[src/rtl/conv_window_sched_if.sv]
// Bundle between the layer controller/PE side and conv_window_sched.
// The master modport is the scheduler's view of the bundle.
interface conv_window_sched_if #(
    parameter int ADDR_W  = 10,
    parameter int WADDR_W = 5
);
    logic               start;
    logic               stall;
    logic               busy;
    logic               done;
    logic               pic_rd;
    logic [ADDR_W-1:0]  pic_addr;
    logic [WADDR_W-1:0] wgt_addr;
    logic               mac_en;
    logic               mac_clr;
    logic               mac_last;
    logic [7:0]         win_row;
    logic [7:0]         win_col;
    logic [15:0]        stall_cnt;
    logic [1:0]         dbg_state;

    // Handshake: start is a one-cycle request honoured only while idle; stall is
    // a not-ready level sampled only at window boundaries, never splitting a window.
    modport master (
        input  start, stall,
        output busy, done, pic_rd, pic_addr, wgt_addr, mac_en, mac_clr, mac_last,
               win_row, win_col, stall_cnt, dbg_state
    );

    modport slave (
        output start, stall,
        input  busy, done, pic_rd, pic_addr, wgt_addr, mac_en, mac_clr, mac_last,
               win_row, win_col, stall_cnt, dbg_state
    );
endinterface

[src/rtl/conv_window_sched.sv]
// Convolution window read sequencer with MEM_LAT-aligned PE strobes.
// Optional stall performance counter enabled by defining CONV_SCHED_PERF_EN.
module conv_window_sched #(
    parameter int KNL     = 5,
    parameter int IMG_W   = 28,
    parameter int IMG_H   = 28,
    parameter int ADDR_W  = 10,
    parameter int WADDR_W = 5,
    parameter int MEM_LAT = 1
) (
    input  logic                 clk,
    input  logic                 rst,
    conv_window_sched_if.master  bus
);
    localparam int OUT_W = IMG_W - KNL + 1;
    localparam int OUT_H = IMG_H - KNL + 1;
    localparam logic [7:0] K_MAX   = 8'(KNL - 1);
    localparam logic [7:0] COL_MAX = 8'(OUT_W - 1);
    localparam logic [7:0] ROW_MAX = 8'(OUT_H - 1);
    localparam logic [2:0] LAT_MAX = 3'(MEM_LAT - 1);

    typedef enum logic [1:0] {S_IDLE, S_RUN, S_DRAIN, S_DONE} state_t;

    typedef struct packed {
        logic       en;
        logic       clr;
        logic       last;
        logic [7:0] row;
        logic [7:0] col;
    } tap_t;

    state_t     state_q;
    logic [7:0] kc_q, kr_q, col_q, row_q;
    logic [7:0] kc_d, kr_d, col_d, row_d;
    logic [2:0] drain_q;
    tap_t       dl_q [MEM_LAT];
    tap_t       dl_d;

    logic boundary, issue, last_tap, last_win;

    assign boundary = (kr_q == 8'd0) && (kc_q == 8'd0);
    assign last_tap = (kr_q == K_MAX) && (kc_q == K_MAX);
    assign last_win = (row_q == ROW_MAX) && (col_q == COL_MAX);
    // Stall only bites at a window boundary so a window is always issued whole.
    assign issue    = (state_q == S_RUN) && !(boundary && bus.stall);

    always_comb begin
        kc_d  = kc_q;
        kr_d  = kr_q;
        col_d = col_q;
        row_d = row_q;
        if (kc_q == K_MAX) begin
            kc_d = 8'd0;
            if (kr_q == K_MAX) begin
                kr_d = 8'd0;
                if (col_q == COL_MAX) begin
                    col_d = 8'd0;
                    row_d = row_q + 8'd1;
                end else begin
                    col_d = col_q + 8'd1;
                end
            end else begin
                kr_d = kr_q + 8'd1;
            end
        end else begin
            kc_d = kc_q + 8'd1;
        end
    end

    always_ff @(posedge clk or posedge rst) begin
        if (rst) begin
            state_q <= S_IDLE;
            kc_q    <= 8'd0;
            kr_q    <= 8'd0;
            col_q   <= 8'd0;
            row_q   <= 8'd0;
            drain_q <= 3'd0;
        end else begin
            case (state_q)
                S_IDLE: begin
                    if (bus.start) begin
                        state_q <= S_RUN;
                        kc_q    <= 8'd0;
                        kr_q    <= 8'd0;
                        col_q   <= 8'd0;
                        row_q   <= 8'd0;
                    end
                end
                S_RUN: begin
                    if (issue) begin
                        kc_q  <= kc_d;
                        kr_q  <= kr_d;
                        col_q <= col_d;
                        row_q <= row_d;
                        if (last_tap && last_win) begin
                            state_q <= S_DRAIN;
                            drain_q <= 3'd0;
                        end
                    end
                end
                S_DRAIN: begin
                    if (drain_q == LAT_MAX) state_q <= S_DONE;
                    else                    drain_q <= drain_q + 3'd1;
                end
                default: state_q <= S_IDLE;
            endcase
        end
    end

    // Delay line keeps PE strobes aligned with data returning from the memories.
    assign dl_d = '{en: issue, clr: issue && boundary, last: issue && last_tap,
                    row: row_q, col: col_q};

    always_ff @(posedge clk or posedge rst) begin
        if (rst) begin
            for (int i = 0; i < MEM_LAT; i++) dl_q[i] <= '0;
        end else begin
            dl_q[0] <= dl_d;
            for (int i = 1; i < MEM_LAT; i++) dl_q[i] <= dl_q[i-1];
        end
    end

    assign bus.busy      = (state_q == S_RUN) || (state_q == S_DRAIN);
    assign bus.done      = (state_q == S_DONE);
    assign bus.pic_rd    = issue;
    assign bus.pic_addr  = ADDR_W'((32'(row_q) + 32'(kr_q)) * 32'(IMG_W) + 32'(col_q) + 32'(kc_q));
    assign bus.wgt_addr  = WADDR_W'(32'(kr_q) * 32'(KNL) + 32'(kc_q));
    assign bus.mac_en    = dl_q[MEM_LAT-1].en;
    assign bus.mac_clr   = dl_q[MEM_LAT-1].clr;
    assign bus.mac_last  = dl_q[MEM_LAT-1].last;
    assign bus.win_row   = dl_q[MEM_LAT-1].row;
    assign bus.win_col   = dl_q[MEM_LAT-1].col;
    assign bus.dbg_state = state_q;

`ifdef CONV_SCHED_PERF_EN
    logic [15:0] stall_cnt_q;

    always_ff @(posedge clk or posedge rst) begin
        if (rst) begin
            stall_cnt_q <= 16'd0;
        end else if ((state_q == S_IDLE) && bus.start) begin
            stall_cnt_q <= 16'd0;
        end else if ((state_q == S_RUN) && boundary && bus.stall && (stall_cnt_q != 16'hFFFF)) begin
            stall_cnt_q <= stall_cnt_q + 16'd1;
        end
    end

    assign bus.stall_cnt = stall_cnt_q;
`else
    assign bus.stall_cnt = 16'd0;
`endif
endmodule

[src/flat_wrapper.sv]
// flat-port wrapper written by rule: the top's interface ports become plain ports
module conv_window_sched_flat 
#(
    parameter int KNL     = 5,
    parameter int IMG_W   = 28,
    parameter int IMG_H   = 28,
    parameter int ADDR_W  = 10,
    parameter int WADDR_W = 5,
    parameter int MEM_LAT = 1
)
  (clk, rst, bus_start, bus_stall, bus_busy, bus_done, bus_pic_rd, bus_pic_addr, bus_wgt_addr, bus_mac_en, bus_mac_clr, bus_mac_last, bus_win_row, bus_win_col, bus_stall_cnt, bus_dbg_state);
  conv_window_sched_if #(.ADDR_W(ADDR_W), .WADDR_W(WADDR_W)) bus_i ();
  input  logic clk;
  input  logic rst;
  input wire logic [$bits(bus_i.start)-1:0] bus_start;
  input wire logic [$bits(bus_i.stall)-1:0] bus_stall;
  output wire logic [$bits(bus_i.busy)-1:0] bus_busy;
  output wire logic [$bits(bus_i.done)-1:0] bus_done;
  output wire logic [$bits(bus_i.pic_rd)-1:0] bus_pic_rd;
  output wire logic [$bits(bus_i.pic_addr)-1:0] bus_pic_addr;
  output wire logic [$bits(bus_i.wgt_addr)-1:0] bus_wgt_addr;
  output wire logic [$bits(bus_i.mac_en)-1:0] bus_mac_en;
  output wire logic [$bits(bus_i.mac_clr)-1:0] bus_mac_clr;
  output wire logic [$bits(bus_i.mac_last)-1:0] bus_mac_last;
  output wire logic [$bits(bus_i.win_row)-1:0] bus_win_row;
  output wire logic [$bits(bus_i.win_col)-1:0] bus_win_col;
  output wire logic [$bits(bus_i.stall_cnt)-1:0] bus_stall_cnt;
  output wire logic [$bits(bus_i.dbg_state)-1:0] bus_dbg_state;
  assign bus_i.start = bus_start;
  assign bus_i.stall = bus_stall;
  assign bus_busy = bus_i.busy;
  assign bus_done = bus_i.done;
  assign bus_pic_rd = bus_i.pic_rd;
  assign bus_pic_addr = bus_i.pic_addr;
  assign bus_wgt_addr = bus_i.wgt_addr;
  assign bus_mac_en = bus_i.mac_en;
  assign bus_mac_clr = bus_i.mac_clr;
  assign bus_mac_last = bus_i.mac_last;
  assign bus_win_row = bus_i.win_row;
  assign bus_win_col = bus_i.win_col;
  assign bus_stall_cnt = bus_i.stall_cnt;
  assign bus_dbg_state = bus_i.dbg_state;
  conv_window_sched #(.KNL(KNL), .IMG_W(IMG_W), .IMG_H(IMG_H), .ADDR_W(ADDR_W), .WADDR_W(WADDR_W), .MEM_LAT(MEM_LAT)) u_core (.clk(clk), .rst(rst), .bus(bus_i));
endmodule
[config.mk]
export PLATFORM = sky130hd
export DESIGN_NAME = conv_window_sched_flat
export DESIGN_NICKNAME = d
export VERILOG_FILES = /design/src/rtl/conv_window_sched_if.sv /design/src/rtl/conv_window_sched.sv /design/src/flat_wrapper.sv
export SDC_FILE = /design/constraint.sdc
export NUM_CORES = 1
export LEC_CHECK = 0
export CELL_PAD_IN_SITES_DETAIL_PLACEMENT = 0
export CELL_PAD_IN_SITES_GLOBAL_PLACEMENT = 2
export CORE_MARGIN = 2
export CORE_UTILIZATION = 31
export DETAILED_ROUTE_END_ITERATION = 10
export PLACE_DENSITY = 0.86
export SYNTH_ARGS = -nofsm -noshare
export SYNTH_HDL_FRONTEND = slang
export SYNTH_SLANG_ARGS = --single-unit
[constraint.sdc]
create_clock -name clk -period 4.7 [get_ports clk]
set_input_delay 0.47 -clock clk [delete_from_list [all_inputs] [get_ports clk]]
set_output_delay 0.47 -clock clk [all_outputs]
set_load 0.01 [all_outputs]
### After elaboration in Yosys (flattened, before gate mapping)

Index checks and enable logic that the tools add are counted.

* $add $sub $neg: 9
* $mul: 2
* eq/ne operators: 15
* muxes and demuxes: 27
* reductions and logical operators: 22

Operators by type and width (number)
* 8-bit 2-to-1 mux: 14
* 8-bit case mux with 2 select lines: 4
* 8-bit by 1-bit adder with 8-bit output (second input constant): 4
* 32-bit by 3-bit multiplier with 8-bit output (second input constant): 1
* 10-bit by 8-bit adder with 10-bit output: 2
* 8-bit by 3-bit == test with 1-bit output (second input constant): 2
* 8-bit by 5-bit == test with 1-bit output (second input constant): 2
* 8-bit logical NOT: 2
* 2-bit by 1-bit != test with 1-bit output (second input constant): 6
* 4-bit AND reduction: 3
* 8-bit by 8-bit adder with 9-bit output: 1
* 3-bit 2-to-1 mux: 3
* 1-bit logical AND: 8
* 8-bit by 3-bit multiplier with 5-bit output (second input constant): 1
* 2-bit 2-to-1 mux: 4
* 2-bit case mux with 3 select lines: 1
* 3-bit case mux with 2 select lines: 1
* 6-bit AND reduction: 1
* 5-bit adder: 1
* 5-bit AND reduction: 1
* 2-bit == test (second input constant): 2
* 2-bit != test (second input constant): 2
* 2-bit nonzero test: 2
* 3-bit by 1-bit adder with 3-bit output (second input constant): 1
* other kinds (6): 6

* bits in registers: 56
* bits of input ports: 4
* output and inout bits: 55
* logic and storage cells: 86

### Depth between registers and ports, before layout

* depth in word-level cells: 7
* depth in mapped cells: 18
* gate-level depth less buffers: 18

### Worst setup path after synthesis

Ideal clock, no wire load.

* path type: reg-to-output
* start point: register u_core.kr_q[0]
* end point: output port bus_pic_addr[9]
* data arrival time: 4.551 ns
* data required time: 4.230 ns
* setup slack: -0.321 ns
* stages on the path, launching flop included: 17
* path buffers: 0
* cell sequence: dfrtp_1 > ha_1 > inv_1 > fa_1 > xnor2_1 > fa_1 > ha_1 > fa_1 > xnor2_1 > fa_1 > inv_1 > ha_1 > nand2_1 > o21ai_0 > o41ai_1 > xor2_1 > xnor3_1

* cells in the longest elaborated chain, start to end: 4

RTL lines
* from (decl): RTL line conv_window_sched.sv:33 `logic [7:0] kc_q, kr_q, col_q, row_q;`
* from (signal assigned): RTL line conv_window_sched.sv:92 `kr_q <= kr_d;`
* 8-bit by 8-bit adder with 9-bit output: RTL line conv_window_sched.sv:126 `assign bus.pic_addr = ADDR_W'((32'(row_q) + 32'(kr_q)) * 32'(IMG_W) + 32'(col_q) + 32'(kc_q));`
* 32-bit by 3-bit multiplier with 8-bit output: RTL line conv_window_sched.sv:126
* 10-bit by 8-bit adder with 10-bit output (2 in a row): RTL line conv_window_sched.sv:126
* to (decl): RTL line flat_wrapper.sv:20 `output wire logic [$bits(bus_i.pic_addr)-1:0] bus_pic_addr;`

No other way between the ends.

### Final worst setup path

* start point: register u_core.row_q[0]
* end point: output port bus_pic_addr[9]

* cells in the longest elaborated chain, start to end: 4

RTL lines
* from (decl): RTL line conv_window_sched.sv:33
* from (signal assigned): RTL line conv_window_sched.sv:94 `row_q <= row_d;`
* 8-bit by 8-bit adder with 9-bit output: RTL line conv_window_sched.sv:126
* 32-bit by 3-bit multiplier with 8-bit output: RTL line conv_window_sched.sv:126
* 10-bit by 8-bit adder with 10-bit output (2 in a row): RTL line conv_window_sched.sv:126

No other way between the ends.

==> results.json <==
{
  "run_status": "complete, but fails checks",
  "violations": "setup timing",
  "fill_cells": 1317,
  "ordered_list_of_cells_on_the_worst_path": "ha_2 > inv_2 > fa_2 > inv_2 > fa_1 > ha_2 > buf_4 > buf_4 > a21o_1 > a21oi_2 > xor2_1 > fa_1 > inv_2 > ha_4 > nor3_4 > nor2_2 > o41ai_4 > xor2_1 > xnor3_1 > buf_2",
  "layout-drive-gt1-share": 0.182,
  "drt_drc_violations_left": 0,
  "fp.dieH_um": 120,
  "synth_cell_type_count": 50,
  "std_cell_rows": 42,
  "criticalPathCategory": "flop to output pin",
  "switching_share": 0.415,
  "cp.required_ps": 4230,
  "grt_antenna_before_repair": 0,
  "hpwl_after_detailed_placement_mm": 7.33,
  "multiInputGateArea_mm2": 0.00262,
  "clk_pin_slew_worst_paths_ps": 70,
  "combinational_power_share": 0.615,
  "numCtsBuffers": 5,
  "clock_tree_from_tritoncts": "done",
  "maxCapViolCount": 0,
  "ys_seq_area_frac": 0.338,
  "final_antenna_net_count": 0,
  "post_synth_most_frequent_cells": "dfrtp_1 (56), inv_1 (48), ha_1 (45)",
  "drtIter0Drc": 127,
  "numClockSinks": 56,
  "syn-cell-area_mm2": 0.00414,
  "worstSetupEndpointType": "output pin",
  "clock_latency_ps": 300,
  "worst_max_slew_pin_slew_ps": 988,
  "power.switching_uw": 1110,
  "max_fclk_mhz": 202,
  "crit_arrival_ps": 4470,
  "synth-async-reset-ratio": 1.00,
  "slew_viol_final": 0,
  "internal_power_uw": 1570,
  "post_dp_cell_area_mm2": 0.00505,
  "routed_wirelength_mm": 9.39,
  "maximum_clock_path_buffer_count": 2,
  "fin_clk_skew_ps": 6.62,
  "worst_slack_ps": -243,
  "ys.warnings.count": 0,
  "synth_seq_cells": 56,
  "worst_setup_path_start_kind": "flop",
  "timing.critical_path.slowest_stage_cell": "fa_2",
  "finalSetupViolations": 1,
  "grt_max_degree": 57,
  "max_stage_delay_ps": 540,
  "globalRoute.totalOverflow": 0,
  "path_common_cell": "inv_2",
  "num_antenna_cells": 0,
  "grt_first_pass_wirelength_mm": 15.9,
  "register_area_mm2": 0.00140,
  "hp-class": "flop to flop",
  "synth-main-ff-cell": "dfrtp_1",
  "start_util": 0.315,
  "power_leakage_uw": 0.00262,
  "final_area_mm2": 0.00532,
  "power.share.sequential": 0.227,
  "synthTopCellsByArea": "dfrtp_1 (34%), ha_1 (14%), fa_1 (6.8%)",
  "postSynthCellCount": 426,
  "timing.slew.headroom": 0.341,
  "power_frac_clock": 0.157,
  "power_density_mw_per_mm2": 504,
  "overall_die_area_mm2": 0.0143,
  "gp_congestion": 0.880,
  "globalRouteTotalUtil": 0.138,
  "fin_nets": 574,
  "synthDominantAreaCellType": "dfrtp_1",
  "share_of_the_synthesized_area_in_the_top_cell_type": 0.338,
  "synth_enable_flop_cells": 0,
  "report.final.hold_viol_count": 0,
  "finish.utilization": 0.405,
  "timing.final.crit_share": 1.05,
  "syn_avg_cell_area_um2": 9.72,
  "core_area_mm2": 0.0131,
  "die-width_um": 120,
  "rsz_0062_raised_after_global_routing": "yes",
  "io_pins": 59,
  "clock_tree.htree_level_count": 2,
  "avgViaCountPerCell": 4.64,
  "clockRootBuffer": "clkbuf_16",
  "synthToLayoutAreaGrowth_pct": 28.6,
  "yosysMostFrequentCell": "dfrtp_1",
  "firstDrtPassIters": 4,
  "ir_drop_v": 0.000266,
  "grt_pass1_vias": 3182,
  "path_buf_inv": 6,
  "fin_crit_ps": 4940,
  "critical_path.max_fanout": 2,
  "place.port_buffers": 42,
  "drt-wirelength-per-cell_um": 13.6,
  "cpLargestDelayFamily": "adder cells",
  "num_vias": 3194
}
## cells in the final DEF, fill, tap and decap left out, types with 3 or more instances in the layout
| master | synthesis | routed |
|---|---|---|
| buf_4 | 17 | 40 |
| nor3_1 | 5 | 4 |
| a21o_1 | 10 | 10 |
| nor4_1 | 4 | 4 |
| buf_6 | 0 | 3 |
| o31ai_1 | 5 | 5 |
| a21oi_1 | 16 | 13 |
| nor2b_1 | 5 | 4 |
| o21a_1 | 3 | 3 |
| nor2_1 | 27 | 26 |
| clkdlybuf4s50_1 | 0 | 37 |
| xnor2_1 | 26 | 22 |
| o21ai_1 | 4 | 6 |
| and2_1 | 3 | 3 |
| ha_4 | 0 | 3 |
| o21ai_0 | 25 | 22 |
| nand3_1 | 15 | 15 |
| o21bai_1 | 3 | 3 |
| a211oi_2 | 1 | 3 |
| nor2_2 | 2 | 3 |
| dfrtp_1 | 56 | 56 |
| clkbuf_16 | 0 | 5 |
| xnor2_2 | 0 | 3 |
| xor2_1 | 14 | 14 |
| buf_2 | 4 | 4 |
| inv_1 | 48 | 42 |
| fa_1 | 14 | 12 |
| nand2_1 | 27 | 26 |
| ha_1 | 45 | 40 |
| nand4_1 | 7 | 7 |
| a22o_1 | 3 | 3 |
| conb_1 | 1 | 16 |
| and3_1 | 7 | 7 |
| inv_2 | 0 | 6 |
## worst register-to-register path, delay by kind of cell (launching register included)
family / cells / cell delay, ps
buffers and inverters: 2 / 300
adders and majority gates: 1 / 550
DFF: 1 / 420
and+or+nand+nor: 2 / 530
muxes: 1 / 150
AOI/OAI and AO/OA: 2 / 960
## sequential cells by signal, indices dropped and copies added (netlist names)
register              cells
u_core.bus.mac_last       1
u_core.col_q              8
u_core.bus.mac_en         1
u_core.kr_q               8
u_core.bus.win_col        8
u_core.bus.mac_clr        1
u_core.bus.win_row        8
u_core.row_q              8
u_core.bus.dbg_state      2
u_core.drain_q            3
u_core.kc_q               8
## through the flow
stage | setup WS, ps | instances | setup TNS (ps) | power, uW | hold WS [ps]
finish | -243 | 688 | -243 | 2680 | 472
global route | -511 | 688 | -992 | 2920 | 491
CTS | -477 | 688 | -509 | 2690 | 472
detailed placement | -498 | 678 | -956 | 2240 | 456
global placement | -437 | 678 | -740 | 2220 | 447
floorplan | 45.9 | 441 | 0 | 1590 | 405
## power by group through the flow
stage          Sequential (uW)  Clock (uW)  Combinational, uW
2_1_floorplan              626           0                959
3_3_place_gp               619           0               1600
3_5_place_dp               622           0               1620
4_1_cts                    611         433               1650
5_1_grt                    622         445               1850
6_report                   609         422               1650
## worst paths after layout
| kind | start | endpoint | slack (ps) | depth (start not counted) |
|---|---|---|---|---|
| setup / recovery | u_core.row_q[0] | bus_pic_addr[9] | -240 | 20 |
| hold reg to reg | u_core.col_q[6] | u_core.bus.win_col[6] | 470 | 0 |
| setup reg to reg | u_core.bus.dbg_state[1] | u_core.row_q[0] | 1690 | 8 |
| min in group asynchronous | rst | u_core.bus.dbg_state[0] | 700 | 3 |
| hold / removal | u_core.col_q[6] | u_core.bus.win_col[6] | 470 | 0 |
| max in group asynchronous | rst | u_core.bus.win_row[6] | 3500 | 3 |
## timing repair
item | 4_1_cts | 5_1_grt
setup endpoints to repair | 5 | 5
buffers inserted | 2 | 0
pin swaps | 15 | 8
cloned | 0 | 0
gates resized for setup | 31 | 14
hold buffers | 0 | 0
## layout make-up
cell class | count | area share
multi-input combinational | 315 | 0.493
inverter | 48 | 0.0339
clock inverter | 2 | 0.00658
sequential | 56 | 0.263
tap | 176 | 0.0414
timing repair buffer | 85 | 0.138
clock buffer | 6 | 0.0242
## cells by family (layout without fill, tap and decap cells)
logic type	Yosys count	after routing	synth area share
and+or+nand+nor	113	113	0.140
xor gates and xnor gates	41	41	0.0901
muxes	2	2	0.00514
AOI/OAI and AO/OA	84	84	0.141
DFF	56	56	0.338
buffers and inverters	70	141	0.0801
other	1	16	0.000906
adders and majority gates	59	59	0.204
## metal layers
layer  track usage  share of wire
met1         0.196           0.50
met2         0.223           0.46
met3        0.0185          0.035
met4        0.0353         0.0097
met5             0              0
Note: power is estimated with default switching activity, not from simulation.
